===== config.mk =====
export PLATFORM = sky130hd
export DESIGN_NAME = piso_shift_reg_flat
export DESIGN_NICKNAME = d
export VERILOG_FILES = /design/src/rtl/piso_shift_reg_if.sv /design/src/rtl/piso_shift_reg.sv /design/src/flat_wrapper.sv
export SDC_FILE = /design/constraint.sdc
export NUM_CORES = 1
export LEC_CHECK = 0
export ABC_AREA = 1
export BUFFER_PORTS_ARGS = -buffer_cell sky130_fd_sc_hd__buf_2
export CELL_PAD_IN_SITES_DETAIL_PLACEMENT = 1
export CELL_PAD_IN_SITES_GLOBAL_PLACEMENT = 1
export CORE_MARGIN = 1
export CORE_UTILIZATION = 34
export DETAILED_ROUTE_END_ITERATION = 8
export PLACE_DENSITY_LB_ADDON = 0.1
export SLEW_MARGIN = 25
export SYNTH_ARGS = -nofsm -noshare
export SYNTH_HDL_FRONTEND = slang
export SYNTH_SLANG_ARGS = --single-unit
export TNS_END_PERCENT = 5

===== constraint.sdc =====
create_clock -name clk -period 1.55 [get_ports clk]
set_clock_uncertainty 0.2 [all_clocks]
set_input_delay 0.0775 -clock clk [delete_from_list [all_inputs] [get_ports clk]]
set_output_delay 0.0775 -clock clk [all_outputs]
set_load 0.01 [all_outputs]

===== src/rtl/piso_shift_reg_if.sv =====
// Parallel-in / serial-out link bundle for piso_shift_reg.
//   par_data/par_valid/par_ready : word handshake into the transmitter
//   ser_out/ser_valid            : serial bit stream out
//   ser_first/ser_last           : word-boundary markers on the serial stream
//   busy                         : transmitter holds or is sending a word
// master = word producer and serial consumer; slave = the transmitter.
interface piso_shift_reg_if #(
    parameter int WIDTH = 8
);
    logic [WIDTH-1:0] par_data;
    logic             par_valid;
    logic             par_ready;
    logic             ser_out;
    logic             ser_valid;
    logic             ser_first;
    logic             ser_last;
    logic             busy;

    modport master (
        output par_data, par_valid,
        input  par_ready, ser_out, ser_valid, ser_first, ser_last, busy
    );

    modport slave (
        input  par_data, par_valid,
        output par_ready, ser_out, ser_valid, ser_first, ser_last, busy
    );
endinterface


===== src/rtl/piso_shift_reg.sv =====
// Parallel-in serial-out shift register with a one-word holding buffer.
// Words are accepted on a valid/ready handshake into the hold register, then
// moved into the shifter and emitted one bit at a time, each bit held for
// CLKS_PER_BIT cycles. A word waiting in hold is reloaded on the edge the
// previous word finishes, so back-to-back words leave no gap.
// Ports:
//   clk  - clock, rising edge
//   rst  - synchronous reset, active high
//   bus  - slave side of piso_shift_reg_if (par_*, ser_*, busy)
module piso_shift_reg #(
    parameter int WIDTH        = 8,
    parameter bit MSB_FIRST    = 1'b1,
    parameter int CLKS_PER_BIT = 1
) (
    input  logic               clk,
    input  logic               rst,
    piso_shift_reg_if.slave    bus
);
    localparam int BCW = $clog2(WIDTH);
    localparam int DCW = (CLKS_PER_BIT > 1) ? $clog2(CLKS_PER_BIT) : 1;

    typedef enum logic {IDLE, SHIFT} state_t;

    state_t           state_q, state_d;
    logic [WIDTH-1:0] hold_q, hold_d;
    logic             hold_full_q, hold_full_d;
    logic [WIDTH-1:0] shreg_q, shreg_d;
    logic [BCW-1:0]   bit_q, bit_d;
    logic [DCW-1:0]   div_q, div_d;

    logic accept;
    logic bit_end;
    logic word_end;
    logic load;

    // Ready comes from the registered full flag only: no ready<-valid path.
    assign accept   = bus.par_valid && !hold_full_q;
    assign bit_end  = (div_q == DCW'(CLKS_PER_BIT - 1));
    assign word_end = bit_end && (bit_q == BCW'(WIDTH - 1));

    always_comb begin
        state_d     = state_q;
        hold_d      = hold_q;
        hold_full_d = hold_full_q;
        shreg_d     = shreg_q;
        bit_d       = bit_q;
        div_d       = div_q;
        load        = 1'b0;

        case (state_q)
            IDLE: begin
                if (hold_full_q) load = 1'b1;
            end
            SHIFT: begin
                if (bit_end) begin
                    div_d = '0;
                    if (word_end) begin
                        if (hold_full_q) load = 1'b1;
                        else             state_d = IDLE;
                    end else begin
                        bit_d = bit_q + 1'b1;
                        if (MSB_FIRST) shreg_d = {shreg_q[WIDTH-2:0], 1'b0};
                        else           shreg_d = {1'b0, shreg_q[WIDTH-1:1]};
                    end
                end else begin
                    div_d = div_q + 1'b1;
                end
            end
            default: state_d = IDLE;
        endcase

        if (load) begin
            shreg_d     = hold_q;
            bit_d       = '0;
            div_d       = '0;
            state_d     = SHIFT;
            hold_full_d = 1'b0;
        end

        // A new word may land in hold on the same edge the old one drains.
        if (accept) begin
            hold_d      = bus.par_data;
            hold_full_d = 1'b1;
        end
    end

    always_ff @(posedge clk) begin
        if (rst) begin
            state_q     <= IDLE;
            hold_q      <= '0;
            hold_full_q <= 1'b0;
            shreg_q     <= '0;
            bit_q       <= '0;
            div_q       <= '0;
        end else begin
            state_q     <= state_d;
            hold_q      <= hold_d;
            hold_full_q <= hold_full_d;
            shreg_q     <= shreg_d;
            bit_q       <= bit_d;
            div_q       <= div_d;
        end
    end

    logic shifting;
    assign shifting = (state_q == SHIFT);

    assign bus.par_ready = !hold_full_q;
    assign bus.ser_valid = shifting;
    // Gate with the state so the line idles low between words.
    assign bus.ser_out   = shifting && (MSB_FIRST ? shreg_q[WIDTH-1] : shreg_q[0]);
    assign bus.ser_first = shifting && (bit_q == '0);
    assign bus.ser_last  = shifting && (bit_q == BCW'(WIDTH - 1));
    assign bus.busy      = shifting || hold_full_q;
endmodule


===== src/flat_wrapper.sv =====
// flat-port wrapper written by rule: the top's interface ports become plain ports
module piso_shift_reg_flat 
#(
    parameter int WIDTH        = 8,
    parameter bit MSB_FIRST    = 1'b1,
    parameter int CLKS_PER_BIT = 1
)
  (clk, rst, bus_par_data, bus_par_valid, bus_par_ready, bus_ser_out, bus_ser_valid, bus_ser_first, bus_ser_last, bus_busy);
  piso_shift_reg_if #(.WIDTH(WIDTH)) bus_i ();
  input  logic clk;
  input  logic rst;
  input wire logic [$bits(bus_i.par_data)-1:0] bus_par_data;
  input wire logic [$bits(bus_i.par_valid)-1:0] bus_par_valid;
  output wire logic [$bits(bus_i.par_ready)-1:0] bus_par_ready;
  output wire logic [$bits(bus_i.ser_out)-1:0] bus_ser_out;
  output wire logic [$bits(bus_i.ser_valid)-1:0] bus_ser_valid;
  output wire logic [$bits(bus_i.ser_first)-1:0] bus_ser_first;
  output wire logic [$bits(bus_i.ser_last)-1:0] bus_ser_last;
  output wire logic [$bits(bus_i.busy)-1:0] bus_busy;
  assign bus_i.par_data = bus_par_data;
  assign bus_i.par_valid = bus_par_valid;
  assign bus_par_ready = bus_i.par_ready;
  assign bus_ser_out = bus_i.ser_out;
  assign bus_ser_valid = bus_i.ser_valid;
  assign bus_ser_first = bus_i.ser_first;
  assign bus_ser_last = bus_i.ser_last;
  assign bus_busy = bus_i.busy;
  piso_shift_reg #(.WIDTH(WIDTH), .MSB_FIRST(MSB_FIRST), .CLKS_PER_BIT(CLKS_PER_BIT)) u_core (.clk(clk), .rst(rst), .bus(bus_i));
endmodule

# Word level (Yosys, flattened, before mapping)
# Index checks and enable logic that the tools add are counted.
# word_totals
in_bits	11
word_cells	42
reg_bits	22
# op_classes
reduce_logical	13
n_eq_ne	3
muxes	15
add_sub_neg	2
bitwise	3
# ops
operator	n
8-bit 2-to-1 mux	4
1-bit 2-to-1 mux	10
3-bit AND reduction	2
1-bit logical AND	5
2-bit != test (second input constant)	2
2-bit nonzero test	2
3-bit by 1-bit adder with 3-bit output (second input constant)	1
3-bit == test (second input constant)	1
3-bit zero test	1
1-bit inverter	3
1-bit case mux with 2 select lines	1
2-bit OR reduction	1
1-bit adder (second input constant)	1
1-bit zero test	1
1-bit logical OR	1

# Logic depth before layout (Yosys ltp)
# logic_depth
word_depth	7
ltp_mapped	9
ltp_nobuf	8

# Worst setup path after synthesis
# OpenSTA, ideal clock, no wires.
# synth_path
path_type	reg2reg
start	reg u_core.bit_q[0]
end	reg u_core.shreg_q[1]
t_required_ns	1.241
arrival_ns	1.228
path_stages_with_launch	10
period_less_slack_ns	1.537
n_path_buf	1
setup_ns	0.109
slack_ns	0.013
cell_sequence	dfxtp_1 -> ha_1 -> ha_1 -> inv_1 -> nand2_2 -> buf_4 -> nand3_1 -> nand3_1 -> nand2_1 -> inv_1
# synth_between
elab_chain_cells	7
# synth_rtl
element	line_no	text
start: declaration	piso_shift_reg.sv:28	logic [BCW-1:0] bit_q, bit_d;
start signal: assignment	piso_shift_reg.sv:100	bit_q <= bit_d;
3-bit == test (*)	piso_shift_reg.sv:39	assign word_end = bit_end && (bit_q == BCW'(WIDTH - 1));
1-bit logical AND (*)	piso_shift_reg.sv:39	
1-bit 2-to-1 mux	piso_shift_reg.sv:57	if (word_end) begin
1-bit 2-to-1 mux	piso_shift_reg.sv:55	if (bit_end) begin
1-bit case mux with 2 select lines	piso_shift_reg.sv:50	case (state_q)
2-bit != test (no line) or 2-bit nonzero test (tied branches)	n/a	
3-bit AND reduction (no line)	n/a	
end signal: assignment	piso_shift_reg.sv:99	shreg_q <= shreg_d;
end: declaration	piso_shift_reg.sv:27	logic [WIDTH-1:0] shreg_q, shreg_d;
# Every way passes the cells marked *; elsewhere a longest branch is shown, timed or not.
# A chain may end at the register's enable or synchronous reset.

# Worst setup path after layout
# layout_path
start	reg u_core.bit_q[1]
end	out bus_ser_last
# layout_between
elab_chain_cells	2
# layout_rtl
element	line_no	text
3-bit == test	piso_shift_reg.sv:113	assign bus.ser_last = shifting && (bit_q == BCW'(WIDTH - 1));
1-bit logical AND	piso_shift_reg.sv:113	
end: declaration	flat_wrapper.sv:18	output wire logic [$bits(bus_i.ser_last)-1:0] bus_ser_last;
# Every way passes these cells.

==> results.yml <==
status:
  status: "finished, final reports clean"
global_routing:
  grt_pass1_wl_um: 3930
  grt_max_degree: 19
  antenna_found_initial: 0
  grt_pass1_vias: 915
  grt.total_usage_pct: 18.8
  grt_overflow: 0
worst_hold_path:
  holdCritPathClass: "reg -> reg"
  holdPathEnd: "u_core.shreg_q[0]$_SDFFE_PP0P_"
  whs_path_depth: 2
  hp-start: "u_core.shreg_q[0]$_SDFFE_PP0P_"
final_layout:
  fillers: 335
  drive_gt1_share_pct: 26.2
  final_cells: 194
  diodes: 0
  multiInputGateArea_um2: 458
  layout.nets: 179
  syn2layout_area_growth_pct: 36.1
  area.sequential_um2: 424
setup_path:
  worstSetupPathType: "reg -> out"
  critPathCaptureType: "primary output"
  slowest_delay_ns: 0.38
  reg2reg_depth: 7
  path_cells: "ha_2 > ha_4 > nand2_1 > inv_1 > buf_2"
  cp-start-kind: "register"
  path_buf_inv: 2
  r2r-start: "u_core.bit_q[1]$_SDFFE_PP0P_"
  slowest_stage: "dfxtp_2"
  startpoint: "u_core.bit_q[1]$_SDFFE_PP0P_"
  reg2reg_to: "u_core.shreg_q[0]$_SDFFE_PP0P_"
  cp.required_ns: 1.27
  crit_family: "flip-flops"
  reg2reg_slack_ns: 0.05
  cp.arrival_ns: 1.25
  cp_max_fo: 3
placed_design:
  dpl.hpwl_um: 1550
  dp_cells: 179
  dp_slack_ns: -0.0689
  io_buffers: 16
  globalplace.congestion: 0.709
clock_tree:
  cts_root_buffer: "clkbuf_4"
  clock-sinks: 21
  cts_tree: "built"
  clock_path_buffers: 2
  cts_buffers: 3
  h-tree-depth: 1
  post_cts_buffers: 0
  insertion_delay_ns: 0.30
  clk_pin_slew_ns: 0.12
die:
  dieArea_mm2: 0.00297
  die_h_um: 54.5
  die_x_um: 54.5
  ioPinCount: 17
  rows: 18
  core_area_mm2: 0.00254
  initial_utilization_pct: 36.8
routing:
  ant_nets: 0
  via_per_inst: 4.80
  drt_iter0_markers: 8
  drc_errors: 0
  wl_per_cell_um: 12.3
  via_count: 931
  wl_um: 2390
  firstDrtPassIters: 4
sta:
  fin_setup_tns_ns: 0
  relSlewSlack_pct: 84.0
  hold_slack_ns: 0.270
  hold_viol_final: 0
  rsz0062_at_grt: "true"
  fin_crit_sh_pct: 98.7
  setup_violations: 0
  period_minus_slack_ns: 1.53
  maxSlewViolCount: 0
  tightest_slew_ns: 0.239
  setup_ws_ns: 0.0208
  max_freq_mhz: 654
synth:
  yosysSeqAreaShare_pct: 44.9
  netlist_area_um2: 936
  synthCells: 129
  yosys_warnings: 0
  synth_cell_types: 15
  synth_nets: 143
  ys_ff_latch: 21
  synth_area_per_cell_um2: 7.26
pwr:
  peakVddDrop_uv: 515
  leakage_nw: 0.625
  cellPowerDensity_mw_per_mm2: 849
flow_run:
  drv_cap: 0
-- routing by layer --
| metal | vias up | GRT usage [%] | part of all wire, % |
|---|---|---|---|
| met5 | - | 0 | 0 |
| met2 | 14 | 32.9 | 47 |
| met3 | 4 | 3.33 | 2.2 |
| met4 | 0 | 6.41 | 1.0 |
| li1 | 476 | - | - |
| met1 | 437 | 22.8 | 49 |
-- stage by stage --
step	utilization, %	power (W)	area [um^2]
final	50.0	0.00108	1270
after CTS	47.8	0.00108	1220
after global placement	42.4	0.000777	1080
after floorplan	-	0.000715	936
after detailed placement	42.4	0.000782	1080
after global routing	50.0	0.00115	1270
-- report_power, final --
| group | switching [W] | total, W | internal, W |
|---|---|---|---|
| Clock | 0.000172 | 0.000272 | 0.000100 |
| Combinational | 0.000111 | 0.000208 | 0.0000970 |
| Sequential | 0.0000270 | 0.000601 | 0.000574 |
-- worst max-delay path by stage --
stage                                           to  slack, ns  cells after the start
floorplan           u_core.shreg_q[1]$_SDFFE_PP0P_       0.01                      9
global placement    u_core.shreg_q[6]$_SDFFE_PP0P_      -0.02                      8
detailed placement  u_core.shreg_q[6]$_SDFFE_PP0P_      -0.07                      8
CTS                 u_core.shreg_q[1]$_SDFFE_PP0P_      0.007                      8
global route                          bus_ser_last      -0.06                      5
finish                                bus_ser_last       0.02                      5
-- cells in the mapped netlist --
library cell  count  area share (%)
a21oi_1           5             2.7
buf_2             1            0.53
buf_4             2             1.6
buf_6             2             2.4
dfxtp_1          21              45
ha_1              3             4.0
inv_1            16             6.4
inv_2             1            0.40
nand2_1          24             9.6
nand2_2           2             1.3
nand3_1          22              12
nor2_1           19             7.6
nor2_2            1            0.67
nor2_4            1             1.2
o21ai_0           9             4.8
-- cells by family (layout without fill, tap and decap cells) --
| logic type | after synthesis | in the layout | share of synthesized area [%] |
|---|---|---|---|
| buf+inv | 22 | 56 | 11.4 |
| compound gates | 14 | 14 | 7.49 |
| fa+ha+maj | 3 | 3 | 4.01 |
| flops | 21 | 21 | 44.9 |
| simple gates | 69 | 70 | 32.2 |
-- flip-flops by register name (all words and copies together), names as in the netlist --
name and count:
u_core.bit_q 3, u_core.bus.ser_valid 1, u_core.hold_full_q 1, u_core.hold_q 8
u_core.shreg_q 8
-- placed cells by master, fill, tap and decap left out, types with 5 or more instances in the layout --
cell type and instances:
nand2_1 24, nand3_1 22, nor2_1 19, dfxtp_1 18, buf_2 16, inv_1 13
dlygate4sd3_1 10, o21ai_0 8, buf_4 6, a21oi_1 5
-- area by class of cell --
cell class / instances / area share (%)
clock buffer: 4 / 2.06
inverter: 17 / 5.40
tap: 30 / 2.95
sequential: 21 / 33.3
timing repair buffer: 35 / 20.3
multi-input combinational: 87 / 36.0
-- what timing repair did --
item | CTS | global route
hold buffers | 10 | 0
pin swaps | 1 | 2
endpoints found under the setup margin | 13 | 14
gates cloned | 0 | 1
hold endpoints to repair | 11 | 0
resized for setup | 5 | 15
-- worst reg2reg max path, cell delays in order (launching register included) --
cell,delay (ns)
dfxtp_2,0.38
ha_2,0.20
ha_4,0.16
nor2_4,0.05
buf_6,0.14
nor2_1,0.14
nand2_1,0.07
a21oi_1,0.11
Power figures use the tool's default switching activity.
